## src/rtl/nibble_serial_adder.sv

```systemverilog
// Serial adder: processes one 4-bit nibble per clock through a carry-lookahead
// stage, producing a registered W-bit sum, carry-out and signed overflow flag.
module nibble_serial_adder #(
    parameter int NIB = 4
) (
    input  logic              clk,
    input  logic              rst_n,
    input  logic              start,
    input  logic [4*NIB-1:0]  a,
    input  logic [4*NIB-1:0]  b,
    input  logic              cin,
    output logic [4*NIB-1:0]  sum,
    output logic              cout,
    output logic              ovf,
    output logic              busy,
    output logic              done
);

    localparam int IW = (NIB > 1) ? $clog2(NIB) : 1;

    typedef enum logic [1:0] {IDLE, RUN, DONE} state_t;

    state_t               state, state_next;
    logic [NIB-1:0][3:0]  a_reg, b_reg, sum_reg;
    logic [IW-1:0]        idx;
    logic                 carry;
    logic                 last;
    logic                 accept;
    logic [3:0]           an, bn, p, g, s;
    logic                 c1, c2, c3, c4;

    assign last   = (idx == IW'(NIB - 1));
    assign accept = start && (state != RUN);

    assign an = a_reg[idx];
    assign bn = b_reg[idx];
    assign p  = an ^ bn;
    assign g  = an & bn;

    // Carries flattened into lookahead form so each depends only on P, G and the carry register
    assign c1 = g[0] | (p[0] & carry);
    assign c2 = g[1] | (p[1] & g[0]) | (p[1] & p[0] & carry);
    assign c3 = g[2] | (p[2] & g[1]) | (p[2] & p[1] & g[0]) | (p[2] & p[1] & p[0] & carry);
    assign c4 = g[3] | (p[3] & g[2]) | (p[3] & p[2] & g[1]) | (p[3] & p[2] & p[1] & g[0])
              | (p[3] & p[2] & p[1] & p[0] & carry);
    assign s  = p ^ {c3, c2, c1, carry};

    always_ff @(posedge clk) begin
        if (!rst_n) state <= IDLE;
        else        state <= state_next;
    end

    always_comb begin
        state_next = state;
        case (state)
            IDLE:    if (start) state_next = RUN;
            RUN:     if (last)  state_next = DONE;
            DONE:    state_next = start ? RUN : IDLE;
            default: state_next = IDLE;
        endcase
    end

    always_ff @(posedge clk) begin
        if (!rst_n) begin
            a_reg   <= '0;
            b_reg   <= '0;
            sum_reg <= '0;
            idx     <= '0;
            carry   <= 1'b0;
            cout    <= 1'b0;
            ovf     <= 1'b0;
        end else if (accept) begin
            a_reg <= a;
            b_reg <= b;
            carry <= cin;
            idx   <= '0;
        end else if (state == RUN) begin
            sum_reg[idx] <= s;
            carry        <= c4;
            if (last) begin
                // Index wraps here so it never reaches NIB
                idx  <= '0;
                cout <= c4;
                ovf  <= c3 ^ c4;
            end else begin
                idx <= idx + IW'(1);
            end
        end
    end

    assign sum  = sum_reg;
    assign busy = (state == RUN);
    assign done = (state == DONE);

endmodule

```

## config.mk

```make
export PLATFORM = sky130hd
export DESIGN_NAME = nibble_serial_adder
export DESIGN_NICKNAME = d
export VERILOG_FILES = /design/src/rtl/nibble_serial_adder.sv
export SDC_FILE = /design/constraint.sdc
export NUM_CORES = 1
export LEC_CHECK = 0
export CAP_MARGIN = 20
export CORE_ASPECT_RATIO = 0.75
export CORE_MARGIN = 2
export CORE_UTILIZATION = 45
export CTS_CLUSTER_DIAMETER = 200
export DETAILED_ROUTE_END_ITERATION = 10
export PLACE_DENSITY = 0.75
export SETUP_SLACK_MARGIN = 0.2
export SKIP_CTS_REPAIR_TIMING = 1
export SYNTH_ARGS = -nofsm -noshare
export SYNTH_HDL_FRONTEND = slang
export SYNTH_SLANG_ARGS = --single-unit
```

## constraint.sdc

```tcl
create_clock -name clk -period 2.5 [get_ports clk]
set_clock_uncertainty 0.1 [all_clocks]
set_input_delay 0.375 -clock clk [delete_from_list [all_inputs] [get_ports clk]]
set_output_delay 0.375 -clock clk [all_outputs]
set_load 0.1 [all_outputs]
```

==> metrics.yaml <==
global_route:
  gr-usage-met2: 0.2716
  grt_util_met3: 0.04457
  overflow: 0
  grt_pass1_wl_mm: 9.135
  met1_usage: 0.2464
  grt_usage: 0.1771
  antenna_found_initial: 0
  grt_max_degree: 33
  grt_pass1_vias: 1981
  busiest_layer: "met2"
routing:
  finalWirelength_mm: 5.408
  drtIter0Drc: 90
  wl_per_cell_um: 13.55
  drt_drc_violations_left: 0
  viasPerCell: 5.163
  num_vias: 2060
  postRouteAntennaNets: 0
  first_pass_iters: 4
critical_path:
  cp-start-kind: "flop"
  timing.critical_path.fanout_max: 7
  crit_slowest_cell: "mux4_2"
  cp_data_arrival_time_ps: 2310
  cpPeakStageDelay_ps: 520
  required_ps: 2600
  critPathBufInv: 1
  end_kind: "flop"
  crit_family: "multiplexers"
  critPathKind: "flop to flop"
  worstPathCellList: "buf_12 -> mux4_2 -> ha_1 -> o21ai_4 -> o21bai_2 -> mux2i_1 -> o22ai_1"
cells_and_area:
  antenna_cells: 0
  final_layout_size_suffix_gt1_frac: 0.1975
  nets: 369
  fin_util: 0.6027
  n_fill_cell: 463
  final_cells: 399
  design_area_um2: 3278
  area_growth_pct: 27.37
placement:
  placed_area_um2: 3100
  pre_cts_slack_ps: 141.3
  dp_cells: 392
  gp_congestion: 0.8419
  dp_hpwl_mm: 3.955
  numPortBuffers: 55
synthesis:
  synth_ff_type: "dfxtp_1"
  synth_top_family_by_area: "simple AND/OR/NAND/NOR gates"
  syn_avg_cell_area_um2: 9.291
  yosysTopAreaCell: "dfxtp_1"
  synth_top_area_share: 0.4278
  ys_top_cells_by_area: "dfxtp_1 43%, nand2_1 12%, a21boi_0 7.9%, mux4_2 7.0%, ha_1 3.9%"
  yosysWarnings: 0
  synthAdderAreaFrac: 0.04667
  synth_edf_count: 0
  yosys.area_share.simple: 0.1925
  seq_area_frac_synth: 0.4278
  synthTopCellsByCount: "84 x nand2_1, 55 x dfxtp_1, 27 x a21boi_0"
  synth_cell_types: 41
  muxShareOfSynthArea: 0.08945
  synth_nets: 322
  synthArstFlopShare: 0
  syn-instance-count: 277
  synth-seq-cells: 55
  synth_most_common_cell: "nand2_1"
  synthXorXnorAreaFrac: 0.003403
  synth_area_um2: 2574
  synth_compound_area_frac: 0.1799
pwr:
  peakVddDrop_v: 0.0003276
  combinationalPowerShare: 0.196
  power.density_nw_per_um2: 575.9
  power_mw: 1.888
  switching_share: 0.2714
  switchingPower_mw: 0.5123
  clockPowerShare: 0.303
  leakage_nw: 1.294
  p_seq_frac: 0.501
  internal_power_mw: 1.376
timing:
  layout_setup_ws_ps: 289.9
  tightest_slew_ps: 376.5
  post-route-period-util: 0.8840
  finalWorstPathRequiredPeriod_ps: 2210
  whs_ps: 366.5
  slew_headroom: 0.7490
  setup_violations: 0
  hold_violations: 0
  drv_slew: 0
  fmax_mhz: 452.5
  rsz0062_at_grt: "no"
  tns_ps: 0
floorplan:
  io_pins: 56
  core_um2: 5439
  die_x_um: 91.33
  design.die.area_um2: 6347
  dieHeight_um: 69.50
  start_util: 0.4732
  rows: 23
run:
  max_cap_violations: 0
clocking:
  cts_made_buffers: 5
  cts_tree: "yes"
  clockBufferDepth: 2
  cts.clk_slew.worst_paths_ps: 100
  root_buffer: "clkbuf_8"
  cts.htree.levels: 2
  clk_latency_ps: 300
  clkSinkCount: 55
min_path:
  hp-class: "flop to flop"
status:
  outcome: "finished clean"
-- layer usage --
layer,routed length (µm),vias up
li1,-,1031
met1,2662,975
met2,2398,49
met3,296,5
met4,51,0
met5,0,-
-- power by group through the flow --
stage                     clock network [mW]  registers [mW]  logic, mW
after floorplan                            0            1.00      0.197
final                                  0.572           0.946      0.371
after CTS                              0.581           0.945      0.347
after global routing                   0.612           0.951      0.403
after detailed placement                   0           0.965      0.346
after global placement                     0           0.965      0.340
-- area by class of cell --
type                    count  area [µm²]  share of cell area
repair buffers             61       553.0              0.1687
inverters                   8       30.03            0.009160
multi-input cells         193        1395              0.4256
clock buffers               6       72.57             0.02214
flip-flops and latches     55        1104              0.3366
well taps                  75       93.84             0.02863
clock inverters             1       30.03            0.009160
-- kinds of logic after synthesis --
| group | Yosys count |
|---|---|
| AO/OA/AOI/OAI | 60 |
| XOR/XNOR | 1 |
| adder cells (fa/ha/maj) | 9 |
| buffers and inverters | 29 |
| flip-flops | 55 |
| multiplexers | 13 |
| AND/OR/NAND/NOR | 110 |
-- layout by cell type (no fill, tap or decap), drive strengths merged, types with 3 or more instances in the layout --
cell type,netlist,layout
nand4,4,4
nor2,3,3
o221ai,4,4
and2,5,5
buf,16,27
nand2,87,87
nor2b,6,6
a21boi,32,32
o211a,4,4
clkbuf,5,6
mux4,8,8
clkdlybuf4s50,0,34
nor3,3,3
ha,8,8
a21oi,4,4
inv,8,8
dfxtp,55,55
mux2i,5,5
o21ai,4,4
o32ai,4,4
-- worst register-to-register path: stages (launching register included) --
cell	delay, ps
dfxtp_2	360
buf_12	130
mux4_2	520
ha_1	410
o21ai_4	110
o21bai_2	180
mux2i_1	230
o22ai_1	90
-- path summary, 6_finish.rpt --
check	slack [ps]	cells after the start	end	start
setup / recovery	290	7	ovf	idx[0]
hold reg to reg	370	2	b_reg[6]	b_reg[6]
setup reg to reg	290	7	ovf	idx[0]
hold / removal	370	2	b_reg[6]	b_reg[6]
Note: power is estimated with default switching activity, not from simulation.
